File: src/rtl/dmem_arbiter_if.sv
// Bundle of requester and data-memory signals shared by dmem_arbiter.
// The arbiter uses the slave modport; the requester/memory side uses master.
interface dmem_arbiter_if #(
    parameter int DATA_WIDTH = 32,
    parameter int ADDR_WIDTH = 32
);
    logic                  ioReq0_valid;
    logic                  ioReq0_ready;
    logic                  ioReq0_writeEn;
    logic                  ioReq0_readEn;
    logic                  ioReq0_isSigned;
    logic [1:0]            ioReq0_dataLen;
    logic [ADDR_WIDTH-1:0] ioReq0_addr;
    logic [DATA_WIDTH-1:0] ioReq0_dataIn;
    logic                  ioReq0_respValid;
    logic [DATA_WIDTH-1:0] ioReq0_dataOut;

    logic                  ioReq1_valid;
    logic                  ioReq1_ready;
    logic                  ioReq1_writeEn;
    logic                  ioReq1_readEn;
    logic                  ioReq1_isSigned;
    logic [1:0]            ioReq1_dataLen;
    logic [ADDR_WIDTH-1:0] ioReq1_addr;
    logic [DATA_WIDTH-1:0] ioReq1_dataIn;
    logic                  ioReq1_respValid;
    logic [DATA_WIDTH-1:0] ioReq1_dataOut;

    logic                  ioDMem_ready;
    logic                  ioDMem_writeEn;
    logic                  ioDMem_readEn;
    logic                  ioDMem_isSigned;
    logic [1:0]            ioDMem_dataLen;
    logic [ADDR_WIDTH-1:0] ioDMem_addr;
    logic [DATA_WIDTH-1:0] ioDMem_dataIn;
    logic [DATA_WIDTH-1:0] ioDMem_dataOut;

    modport slave (
        input  ioReq0_valid, ioReq0_writeEn, ioReq0_readEn, ioReq0_isSigned,
               ioReq0_dataLen, ioReq0_addr, ioReq0_dataIn,
        output ioReq0_ready, ioReq0_respValid, ioReq0_dataOut,
        input  ioReq1_valid, ioReq1_writeEn, ioReq1_readEn, ioReq1_isSigned,
               ioReq1_dataLen, ioReq1_addr, ioReq1_dataIn,
        output ioReq1_ready, ioReq1_respValid, ioReq1_dataOut,
        input  ioDMem_ready, ioDMem_dataOut,
        output ioDMem_writeEn, ioDMem_readEn, ioDMem_isSigned,
               ioDMem_dataLen, ioDMem_addr, ioDMem_dataIn
    );

    modport master (
        output ioReq0_valid, ioReq0_writeEn, ioReq0_readEn, ioReq0_isSigned,
               ioReq0_dataLen, ioReq0_addr, ioReq0_dataIn,
        input  ioReq0_ready, ioReq0_respValid, ioReq0_dataOut,
        output ioReq1_valid, ioReq1_writeEn, ioReq1_readEn, ioReq1_isSigned,
               ioReq1_dataLen, ioReq1_addr, ioReq1_dataIn,
        input  ioReq1_ready, ioReq1_respValid, ioReq1_dataOut,
        output ioDMem_ready, ioDMem_dataOut,
        input  ioDMem_writeEn, ioDMem_readEn, ioDMem_isSigned,
               ioDMem_dataLen, ioDMem_addr, ioDMem_dataIn
    );
endinterface

File: src/rtl/dmem_arbiter.sv
// Two-port arbiter for the data-memory port (accept / issue / respond, round-robin).
// Define DMEM_ARB_FIXED_PRIO_EN to make port 0 always win contention.
//
//   state | meaning
//   IDLE  | waiting for a request; winner accepted combinationally
//   ISSUE | latched request driven to memory until ioDMem_ready
//   RESP  | one-cycle respValid pulse to the owner
module dmem_arbiter #(
    parameter int DATA_WIDTH = 32,
    parameter int ADDR_WIDTH = 32
) (
    input  logic           clock,
    input  logic           reset,
    dmem_arbiter_if.slave  io
);
    typedef enum logic [1:0] {IDLE, ISSUE, RESP} state_e;

    state_e                state_q;
    logic                  owner_q;
    logic                  we_q;
    logic                  re_q;
    logic                  signed_q;
    logic [1:0]            len_q;
    logic [ADDR_WIDTH-1:0] addr_q;
    logic [DATA_WIDTH-1:0] din_q;
    logic [1:0]            resp_valid_q;
    logic [DATA_WIDTH-1:0] dout0_q;
    logic [DATA_WIDTH-1:0] dout1_q;

    logic                  any_valid;
    logic                  win_port;
    logic                  accept;
    logic                  sel_we;
    logic                  sel_re;
    logic                  sel_signed;
    logic [1:0]            sel_len;
    logic [ADDR_WIDTH-1:0] sel_addr;
    logic [DATA_WIDTH-1:0] sel_din;
    logic [DATA_WIDTH-1:0] rdata;

    assign any_valid = io.ioReq0_valid | io.ioReq1_valid;

`ifdef DMEM_ARB_FIXED_PRIO_EN
    assign win_port = ~io.ioReq0_valid;
`else
    logic rr_ptr_q;
    assign win_port = io.ioReq1_valid & (~io.ioReq0_valid | rr_ptr_q);
`endif

    // Ready is masked by reset so nothing is accepted in a reset cycle.
    assign accept = (state_q == IDLE) && !reset && any_valid;
    assign io.ioReq0_ready = accept && !win_port;
    assign io.ioReq1_ready = accept && win_port;

    assign sel_we     = win_port ? io.ioReq1_writeEn  : io.ioReq0_writeEn;
    assign sel_re     = win_port ? io.ioReq1_readEn   : io.ioReq0_readEn;
    assign sel_signed = win_port ? io.ioReq1_isSigned : io.ioReq0_isSigned;
    assign sel_len    = win_port ? io.ioReq1_dataLen  : io.ioReq0_dataLen;
    assign sel_addr   = win_port ? io.ioReq1_addr     : io.ioReq0_addr;
    assign sel_din    = win_port ? io.ioReq1_dataIn   : io.ioReq0_dataIn;

    assign rdata = re_q ? io.ioDMem_dataOut : '0;

    always_ff @(posedge clock) begin
        if (reset) begin
            state_q      <= IDLE;
            owner_q      <= 1'b0;
`ifndef DMEM_ARB_FIXED_PRIO_EN
            rr_ptr_q     <= 1'b0;
`endif
            we_q         <= 1'b0;
            re_q         <= 1'b0;
            signed_q     <= 1'b0;
            len_q        <= '0;
            addr_q       <= '0;
            din_q        <= '0;
            resp_valid_q <= '0;
            dout0_q      <= '0;
            dout1_q      <= '0;
        end else begin
            case (state_q)
                IDLE: begin
                    if (any_valid) begin
                        owner_q  <= win_port;
`ifndef DMEM_ARB_FIXED_PRIO_EN
                        rr_ptr_q <= ~win_port;
`endif
                        // Enables are registered so memory sees them only while in ISSUE.
                        we_q     <= sel_we;
                        re_q     <= sel_re & ~sel_we;
                        signed_q <= sel_signed;
                        len_q    <= sel_len;
                        addr_q   <= sel_addr;
                        din_q    <= sel_din;
                        state_q  <= ISSUE;
                    end
                end
                ISSUE: begin
                    if (io.ioDMem_ready) begin
                        we_q     <= 1'b0;
                        re_q     <= 1'b0;
                        signed_q <= 1'b0;
                        len_q    <= '0;
                        addr_q   <= '0;
                        din_q    <= '0;
                        resp_valid_q[owner_q] <= 1'b1;
                        if (owner_q) dout1_q <= rdata;
                        else         dout0_q <= rdata;
                        state_q  <= RESP;
                    end
                end
                RESP: begin
                    resp_valid_q <= '0;
                    dout0_q      <= '0;
                    dout1_q      <= '0;
                    state_q      <= IDLE;
                end
                default: state_q <= IDLE;
            endcase
        end
    end

    assign io.ioDMem_writeEn   = we_q;
    assign io.ioDMem_readEn    = re_q;
    assign io.ioDMem_isSigned  = signed_q;
    assign io.ioDMem_dataLen   = len_q;
    assign io.ioDMem_addr      = addr_q;
    assign io.ioDMem_dataIn    = din_q;
    assign io.ioReq0_respValid = resp_valid_q[0];
    assign io.ioReq1_respValid = resp_valid_q[1];
    assign io.ioReq0_dataOut   = dout0_q;
    assign io.ioReq1_dataOut   = dout1_q;
endmodule

File: src/flat_wrapper.sv
// flat-port wrapper written by rule: the top's interface ports become plain ports
module dmem_arbiter_flat 
#(
    parameter int DATA_WIDTH = 32,
    parameter int ADDR_WIDTH = 32
)
  (clock, reset, io_ioReq0_valid, io_ioReq0_writeEn, io_ioReq0_readEn, io_ioReq0_isSigned, io_ioReq0_dataLen, io_ioReq0_addr, io_ioReq0_dataIn, io_ioReq0_ready, io_ioReq0_respValid, io_ioReq0_dataOut, io_ioReq1_valid, io_ioReq1_writeEn, io_ioReq1_readEn, io_ioReq1_isSigned, io_ioReq1_dataLen, io_ioReq1_addr, io_ioReq1_dataIn, io_ioReq1_ready, io_ioReq1_respValid, io_ioReq1_dataOut, io_ioDMem_ready, io_ioDMem_dataOut, io_ioDMem_writeEn, io_ioDMem_readEn, io_ioDMem_isSigned, io_ioDMem_dataLen, io_ioDMem_addr, io_ioDMem_dataIn);
  dmem_arbiter_if #(.DATA_WIDTH(DATA_WIDTH), .ADDR_WIDTH(ADDR_WIDTH)) io_i ();
  input  logic clock;
  input  logic reset;
  input wire logic [$bits(io_i.ioReq0_valid)-1:0] io_ioReq0_valid;
  input wire logic [$bits(io_i.ioReq0_writeEn)-1:0] io_ioReq0_writeEn;
  input wire logic [$bits(io_i.ioReq0_readEn)-1:0] io_ioReq0_readEn;
  input wire logic [$bits(io_i.ioReq0_isSigned)-1:0] io_ioReq0_isSigned;
  input wire logic [$bits(io_i.ioReq0_dataLen)-1:0] io_ioReq0_dataLen;
  input wire logic [$bits(io_i.ioReq0_addr)-1:0] io_ioReq0_addr;
  input wire logic [$bits(io_i.ioReq0_dataIn)-1:0] io_ioReq0_dataIn;
  output wire logic [$bits(io_i.ioReq0_ready)-1:0] io_ioReq0_ready;
  output wire logic [$bits(io_i.ioReq0_respValid)-1:0] io_ioReq0_respValid;
  output wire logic [$bits(io_i.ioReq0_dataOut)-1:0] io_ioReq0_dataOut;
  input wire logic [$bits(io_i.ioReq1_valid)-1:0] io_ioReq1_valid;
  input wire logic [$bits(io_i.ioReq1_writeEn)-1:0] io_ioReq1_writeEn;
  input wire logic [$bits(io_i.ioReq1_readEn)-1:0] io_ioReq1_readEn;
  input wire logic [$bits(io_i.ioReq1_isSigned)-1:0] io_ioReq1_isSigned;
  input wire logic [$bits(io_i.ioReq1_dataLen)-1:0] io_ioReq1_dataLen;
  input wire logic [$bits(io_i.ioReq1_addr)-1:0] io_ioReq1_addr;
  input wire logic [$bits(io_i.ioReq1_dataIn)-1:0] io_ioReq1_dataIn;
  output wire logic [$bits(io_i.ioReq1_ready)-1:0] io_ioReq1_ready;
  output wire logic [$bits(io_i.ioReq1_respValid)-1:0] io_ioReq1_respValid;
  output wire logic [$bits(io_i.ioReq1_dataOut)-1:0] io_ioReq1_dataOut;
  input wire logic [$bits(io_i.ioDMem_ready)-1:0] io_ioDMem_ready;
  input wire logic [$bits(io_i.ioDMem_dataOut)-1:0] io_ioDMem_dataOut;
  output wire logic [$bits(io_i.ioDMem_writeEn)-1:0] io_ioDMem_writeEn;
  output wire logic [$bits(io_i.ioDMem_readEn)-1:0] io_ioDMem_readEn;
  output wire logic [$bits(io_i.ioDMem_isSigned)-1:0] io_ioDMem_isSigned;
  output wire logic [$bits(io_i.ioDMem_dataLen)-1:0] io_ioDMem_dataLen;
  output wire logic [$bits(io_i.ioDMem_addr)-1:0] io_ioDMem_addr;
  output wire logic [$bits(io_i.ioDMem_dataIn)-1:0] io_ioDMem_dataIn;
  assign io_i.ioReq0_valid = io_ioReq0_valid;
  assign io_i.ioReq0_writeEn = io_ioReq0_writeEn;
  assign io_i.ioReq0_readEn = io_ioReq0_readEn;
  assign io_i.ioReq0_isSigned = io_ioReq0_isSigned;
  assign io_i.ioReq0_dataLen = io_ioReq0_dataLen;
  assign io_i.ioReq0_addr = io_ioReq0_addr;
  assign io_i.ioReq0_dataIn = io_ioReq0_dataIn;
  assign io_ioReq0_ready = io_i.ioReq0_ready;
  assign io_ioReq0_respValid = io_i.ioReq0_respValid;
  assign io_ioReq0_dataOut = io_i.ioReq0_dataOut;
  assign io_i.ioReq1_valid = io_ioReq1_valid;
  assign io_i.ioReq1_writeEn = io_ioReq1_writeEn;
  assign io_i.ioReq1_readEn = io_ioReq1_readEn;
  assign io_i.ioReq1_isSigned = io_ioReq1_isSigned;
  assign io_i.ioReq1_dataLen = io_ioReq1_dataLen;
  assign io_i.ioReq1_addr = io_ioReq1_addr;
  assign io_i.ioReq1_dataIn = io_ioReq1_dataIn;
  assign io_ioReq1_ready = io_i.ioReq1_ready;
  assign io_ioReq1_respValid = io_i.ioReq1_respValid;
  assign io_ioReq1_dataOut = io_i.ioReq1_dataOut;
  assign io_i.ioDMem_ready = io_ioDMem_ready;
  assign io_i.ioDMem_dataOut = io_ioDMem_dataOut;
  assign io_ioDMem_writeEn = io_i.ioDMem_writeEn;
  assign io_ioDMem_readEn = io_i.ioDMem_readEn;
  assign io_ioDMem_isSigned = io_i.ioDMem_isSigned;
  assign io_ioDMem_dataLen = io_i.ioDMem_dataLen;
  assign io_ioDMem_addr = io_i.ioDMem_addr;
  assign io_ioDMem_dataIn = io_i.ioDMem_dataIn;
  dmem_arbiter #(.DATA_WIDTH(DATA_WIDTH), .ADDR_WIDTH(ADDR_WIDTH)) u_core (.clock(clock), .reset(reset), .io(io_i));
endmodule
File: config.mk
export PLATFORM = sky130hd
export DESIGN_NAME = dmem_arbiter_flat
export DESIGN_NICKNAME = d
export VERILOG_FILES = /design/src/rtl/dmem_arbiter_if.sv /design/src/rtl/dmem_arbiter.sv /design/src/flat_wrapper.sv
export SDC_FILE = /design/constraint.sdc
export NUM_CORES = 1
export LEC_CHECK = 0
export CAP_MARGIN = 20
export CORE_AREA = 2 2 120 122
export CTS_CLUSTER_SIZE = 14
export DETAILED_ROUTE_END_ITERATION = 6
export DIE_AREA = 0 0 122 124
export PLACE_DENSITY = 0.82
export SLEW_MARGIN = 10
export SYNTH_ARGS = -nofsm -noshare
export SYNTH_HDL_FRONTEND = slang
export SYNTH_SLANG_ARGS = --single-unit
File: constraint.sdc
create_clock -name clock -period 4.9 [get_ports clock]
set_clock_uncertainty 0.05 [all_clocks]
set_input_delay 0.98 -clock clock [delete_from_list [all_inputs] [get_ports clock]]
set_output_delay 0.98 -clock clock [all_outputs]
set_load 0.01 [all_outputs]
==> results of run 1 <==
-- per-layer routing --
| layer | routed length (µm) | vias up | part of all wire |
|---|---|---|---|
| met5 | 0 | - | 0 |
| met4 | 444 | 0 | 0.024 |
| met3 | 1990 | 29 | 0.11 |
| met2 | 8980 | 265 | 0.48 |
| met1 | 7120 | 2493 | 0.38 |
| li1 | - | 2583 | - |
-- sequential cells by signal, summed over array words and instances (netlist names) --
signal                     count
u_core.owner_q                 1
u_core.state_q                 2
u_core.io.ioDMem_writeEn       1
u_core.io.ioDMem_readEn        1
u_core.io.ioReq1_dataOut      32
u_core.io.ioDMem_dataIn       32
u_core.resp_valid_q            2
u_core.io.ioDMem_dataLen       2
u_core.rr_ptr_q                1
u_core.io.ioReq0_dataOut      32
u_core.io.ioDMem_isSigned      1
u_core.io.ioDMem_addr         32
-- cells in the final DEF (no fill, tap or decap), types with 3 or more instances in the layout --
| master | count |
|---|---|
| clkdlybuf4s50_1 | 311 |
| dfxtp_1 | 138 |
| nand2_1 | 68 |
| a21oi_1 | 68 |
| nand3_1 | 64 |
| a221o_1 | 63 |
| and2_1 | 58 |
| clkbuf_16 | 17 |
| buf_4 | 9 |
| mux2i_1 | 6 |
| o2bb2ai_1 | 6 |
| and2_0 | 5 |
| clkbuf_1 | 5 |
| clkinv_2 | 5 |
| inv_1 | 3 |
| nor2_1 | 3 |
| clkbuf_8 | 3 |
-- path summary, 6_finish.rpt --
kind	to	startpoint
setup / recovery	io_ioReq0_ready	reset
hold / removal	u_core.io.ioReq0_dataOut[5]$_SDFFE_PP0P_	u_core.io.ioReq0_dataOut[5]$_SDFFE_PP0P_
setup reg to reg	u_core.io.ioReq1_dataOut[25]$_SDFFE_PP0P_	u_core.state_q[1]$_SDFFE_PP0P_
hold reg to reg	u_core.io.ioReq0_dataOut[5]$_SDFFE_PP0P_	u_core.io.ioReq0_dataOut[5]$_SDFFE_PP0P_
-- cell type report --
class | instances | share of cell area
repair buffers | 320 | 0.354
flip-flops and latches | 139 | 0.310
multi-input cells | 362 | 0.251
clock buffers | 25 | 0.0540
well taps | 180 | 0.0251
clock inverters | 7 | 0.00460
inverters | 3 | 0.00125
diodes | 1 | 0.000279
-- power by group through the flow --
| stage | registers [mW] | clock network, mW | logic (mW) |
|---|---|---|---|
| 2_1_floorplan | 1.26 | 0 | 0.140 |
| 3_3_place_gp | 1.25 | 0 | 0.439 |
| 3_5_place_dp | 1.24 | 0 | 0.442 |
| 4_1_cts | 1.23 | 1.16 | 0.444 |
| 5_1_grt | 1.23 | 1.21 | 0.472 |
| 6_report | 1.23 | 1.14 | 0.443 |
-- worst min-delay path, delay by kind of cell (launching register included) --
kind	cells	cell delay, ns
flip-flops	1	0.30
AO/OA/AOI/OAI	1	0.05
AND/OR/NAND/NOR	1	0.05
-- per-stage QoR --
stage	hold WS (ns)	cells	util
finish	0.402	1037	0.655
global route	0.426	1037	0.655
CTS	0.405	1036	0.655
detailed placement	0.397	1004	0.616
global placement	0.391	1004	0.616
floorplan	0.431	554	-
-- cells by family (layout without fill, tap and decap cells) --
kind of cell / count (synthesis) / after routing
and+or+nand+nor: 212 / 212
AOI/OAI and AO/OA: 144 / 144
DFF: 139 / 139
buffers and inverters: 53 / 355
muxes: 6 / 6
other: 0 / 1
==> out/results.txt, run 1 <==
status - finished, final reports clean
simple-gate share of the synthesized area - 0.204
die extent in y - 124 µm
setup ws final - 1.23 ns
CP Class - input pin to output port
FILL cells - 1124
CP Cell Sequence - clkdlybuf4s50_1, nor3_1, and3_1, clkdlybuf4s50_1
Post-synth EDFFs - 0
pwr/cell area - 313 nW/µm²
drt first pass iters - 7
Post-Synthesis Cells - 554
vias - 5370
Critical Path RT - 3.87 ns
Synth area leader - dfxtp_1
clock network power share - 0.406
Post-CTS Setup Repair Bufs - 0
Post-DRT Antenna Nets - 0
Peak VDD IR - 0.000208 V
Worst setup SP type - input pin
Synth Warn # - 0
GR Util met2 - 0.401
Int Pwr - 2.14 mW
combinational share of power - 0.158
post-cts repair resize count - 0
placed instance area - 8450 µm²
most numerous cell in the Yosys netlist - dfxtp_1
Synth Flop Type - dfxtp_1
vias in the first global route - 5170
FF-to-FF path depth - 4
TritonCTS clock tree - done
Pwr Total - 2.81 mW
FF/Latch Area - 2780 µm²
Rows - 43
H-tree depth - 4
part of the power in registers - 0.436
register bit count reported by yosys - 139
post-synthesis mux area share - 0.0114
port bufs - 311
Post-synth top cells - dfxtp_1 (139), nand2_1 (69), a21oi_1 (68)
Clock Tree Buf Depth - 2
initial antenna violation count - 1
GRT Max-Usage Layer - met2
sw frac - 0.238
clock transition at the registers of the reported paths - 0.05 ns
Post-Syn Area - 5290 µm²
Hold Buf Count CTS - 0
Synth top area share - 0.526
Buf/Inv on CP - 2
Total Wirelength - 18500 µm
multi-input logic area - 2250 µm²
Initial Util - 0.386
Crit. End Element - output port
DP HPWL - 13000 µm
hold depth - 2
Wirelength per Cell - 17.9 µm
final setup fails - 0
Nets - 1018
largest family of logic cells by synthesized area - compound AO/OA/AOI/OAI gates
Leak - 3.24 nW
crit path max-delay cell type - clkdlybuf4s50_1
Total Negative Setup Slacks - 0 ns
die area - 15100 µm²
final hold vios - 0
CORE AREA - 13700 µm²
Sw Pwr - 0.667 mW
met1 global-route usage - 0.263
CTS buffer count - 17
fmax - 272 MHz
WP data arrival - 2.64 ns
Area Overhead vs Synth - 69.8%
min cycle time layout - 3.67 ns
synthesized area per cell - 9.55 µm²
global-route congestion overflow total - 0
HP Class - register to register
Tot GR Track Use - 0.238
Max Slew Vio Count - 0
max_slew headroom - 0.493
clock sinks - 139
Die W - 122 µm
GPL Wtd Cong - 0.882
Final Cell Area - 8980 µm²
r2r setup slk - 2.86 ns
CP Max Fanout - 9
number of distinct library cells after synthesis - 31
Via density - 5.18
Max-cap violations - 0
Clk Latency, worst-skew pair - 0.41 ns
RSZ-0062 raised after global routing - false
Worst path depth - 4
Worst path max stage delay - 0.61 ns
post-synthesis xor/xnor area fraction - 0
largest net degree at the start of global routing - 70
final worst-path cycle share - 0.749
Remaining DRCs - 0
async set-reset flop share out of synthesis - 0
Synth Area in Compound Gates - 0.206
adder-cell area share of the yosys netlist - 0
Seq/Total Area, Yosys - 0.526
IO Pins - 312
layout cells sized above 1 - 0.0526
met3 Usage GRT - 0.0994
Least-Margin Pin Slew - 0.760 ns
first-pass GRT wire length - 27400 µm
most frequent CP cell - clkdlybuf4s50_1
DRT iter0 DRCs - 389
Net Count, Synth - 729
top cells by area, synth - dfxtp_1 (53%), a221o_1 (12%), and2_1 (6.9%)
delay-heaviest family, CP - buffers and inverters
Placement Setup Slack - 1.25 ns
clk root buf - clkbuf_16
No activity file was read; power rests on OpenSTA's default activity.
==> run 2: changes to the inputs <==
CORE_AREA = default   (was 2 2 120 122)
CORE_MARGIN = 2   (was default)
CORE_UTILIZATION = 34   (was default)
DIE_AREA = default   (was 0 0 122 124)
PLACE_DENSITY = 0.77   (was 0.82)
clock period = 3.1 ns   (was 4.9 ns; I/O delays follow)
==> out/results.txt, run 2 (same netlist as run 1, synthesis figures left out) <==
status - finished, final reports clean
Remaining DRCs - 0 (unchanged)
H-tree depth - 4 (unchanged)
Via density - 5.04 (-2.6%)
setup ws final - 0.154 ns (-1.08 ns)
Post-DRT Antenna Nets - 0 (unchanged)
RSZ-0062 raised after global routing - false
final worst-path cycle share - 0.950
CP Cell Sequence - clkdlybuf4s50_1, o21ai_4, nor4_2, clkdlybuf4s50_1
Leak - 3.31 nW (+2.2%)
Area Overhead vs Synth - 73.1%
initial antenna violation count - 0 (-1)
final setup fails - 0 (unchanged)
Crit. End Element - output port
Worst path max stage delay - 0.62 ns (about the same)
first-pass GRT wire length - 28100 µm (+2.7%)
max_slew headroom - 0.519 (+0.0257)
FF-to-FF path depth - 5 (+1)
TritonCTS clock tree - done
commonest non-fill, non-tap cell in the layout - clkdlybuf4s50_1
die extent in y - 129 µm (+3.8%)
final hold vios - 0 (unchanged)
Total Negative Setup Slacks - 0 ns (unchanged)
Initial Util - 0.348 (-0.0376)
WP data arrival - 2.28 ns (-0.36 ns)
Hold Buf Count CTS - 0 (unchanged)
global-route congestion overflow total - 0 (unchanged)
most frequent CP cell - clkdlybuf4s50_1
port bufs - 311 (unchanged)
DP HPWL - 12700 µm (-2.2%)
pwr/cell area - 528 nW/µm² (+69%)
CP Max Fanout - 7 (-2)
CTS buffer count - 17 (unchanged)
Worst setup SP type - input pin
Max-cap violations - 0 (unchanged)
Tot GR Track Use - 0.219 (-0.0194)
clock transition at the registers of the reported paths - 0.06 ns (about the same)
hold depth - 2 (unchanged)
Wirelength per Cell - 17.4 µm (-2.7%)
largest net degree at the start of global routing - 66 (-5.7%)
drt first pass iters - 5 (-2)
clk root buf - clkbuf_16
layout cells sized above 1 - 0.0629 (+0.0103)
Nets - 1021 (+0.29%)
min cycle time layout - 2.95 ns
crit path max-delay cell type - clkdlybuf4s50_1
Die W - 129 µm (+5.5%)
sw frac - 0.233 (-0.00433)
vias - 5281 (-1.7%)
Least-Margin Pin Slew - 0.714 ns (-0.0461 ns)
Rows - 45 (+4.7%)
Int Pwr - 3.71 mW (+73%)
part of the power in registers - 0.400 (-0.036)
HP Class - register to register
CP Class - input pin to output port
Total Wirelength - 18200 µm (-1.7%)
Peak VDD IR - 0.000360 V (+73%)
Clock Tree Buf Depth - 2 (unchanged)
CORE AREA - 15200 µm² (+11%)
most frequent cells in the layout - clkdlybuf4s50_1 (311), dfxtp_1 (138), nand2_1 (68), a21oi_1 (68), nand3_1 (64)
DRT iter0 DRCs - 302 (-22%)
number of antenna diodes - 0 (-1)
GPL Wtd Cong - 0.822 (-6.9%)
combinational share of power - 0.147 (-0.011)
IO Pins - 312 (unchanged)
post-cts repair resize count - 0 (unchanged)
Max Slew Vio Count - 0 (unchanged)
clock sinks - 139 (unchanged)
Post-CTS Setup Repair Bufs - 0 (unchanged)
Critical Path RT - 2.43 ns (-1.44 ns)
Clk Latency, worst-skew pair - 0.41 ns (about the same)
fmax - 339 MHz
Sw Pwr - 1.13 mW (+69%)
die area - 16600 µm² (+9.5%)
clock network power share - 0.453 (+0.047)
Placement Setup Slack - 0.174 ns (-1.07 ns)
vias in the first global route - 5177 (+0.14%)
-- run 2: metal layers --
metal / track usage / part of all wire / vias to the layer above
met4: 0.0716 / 0.019 / 0
met2: 0.356 / 0.47 / 238
met1: 0.251 / 0.40 / 2431
met3: 0.111 / 0.12 / 28
li1: - / - / 2584
met5: 0 / 0 / -
-- run 2: path summary, 6_finish.rpt --
path	to	slack (ns)	start
worst min-delay path	u_core.io.ioReq1_dataOut[18]$_SDFFE_PP0P_	0.40	u_core.io.ioReq1_dataOut[18]$_SDFFE_PP0P_
worst min register to register	u_core.io.ioReq1_dataOut[18]$_SDFFE_PP0P_	0.40	u_core.io.ioReq1_dataOut[18]$_SDFFE_PP0P_
worst max register to register	u_core.io.ioDMem_addr[11]$_SDFFE_PP0P_	1.07	u_core.state_q[1]$_SDFFE_PP0P_
worst max-delay path	io_ioReq1_ready	0.15	io_ioReq1_valid
-- run 2: worst max-delay path: cells and delay by family --
| family | cells | cell delay, ns |
|---|---|---|
| AOI/OAI and AO/OA | 1 | 0.16 |
| buffers and inverters | 2 | 1.23 |
| and+or+nand+nor | 1 | 0.26 |
-- run 2: area by class of cell --
type | count | area [µm²]
repair buffers | 323 | 3230
multi-input cells | 362 | 2250
clock buffers | 19 | 453
inverters | 3 | 11.3
flip-flops and latches | 139 | 2780
fillers | 1302 | 6050
clock inverters | 13 | 189
well taps | 188 | 235
-- run 2: power by group through the flow --
| stage | sequential (mW) | clock (mW) | combinational [mW] |
|---|---|---|---|
| CTS | 1.93 | 2.23 | 0.711 |
| finish | 1.94 | 2.19 | 0.709 |
| floorplan | 2.00 | 0 | 0.222 |
| global route | 1.95 | 2.31 | 0.758 |
| detailed placement | 1.97 | 0 | 0.708 |
| global placement | 1.97 | 0 | 0.705 |
-- run 2: stage by stage --
step / instance area, µm² / utilization / power, mW / hold slack [ns] / instances
final: 9160 / 0.602 / 4.83 / 0.402 / 1047
after global routing: 9160 / 0.602 / 5.01 / 0.414 / 1047
after CTS: 9160 / 0.602 / 4.88 / 0.404 / 1047
after detailed placement: 8510 / 0.560 / 2.68 / 0.395 / 1015
after global placement: 8510 / 0.560 / 2.68 / 0.391 / 1015
after floorplan: 5290 / - / 2.22 / 0.431 / 554
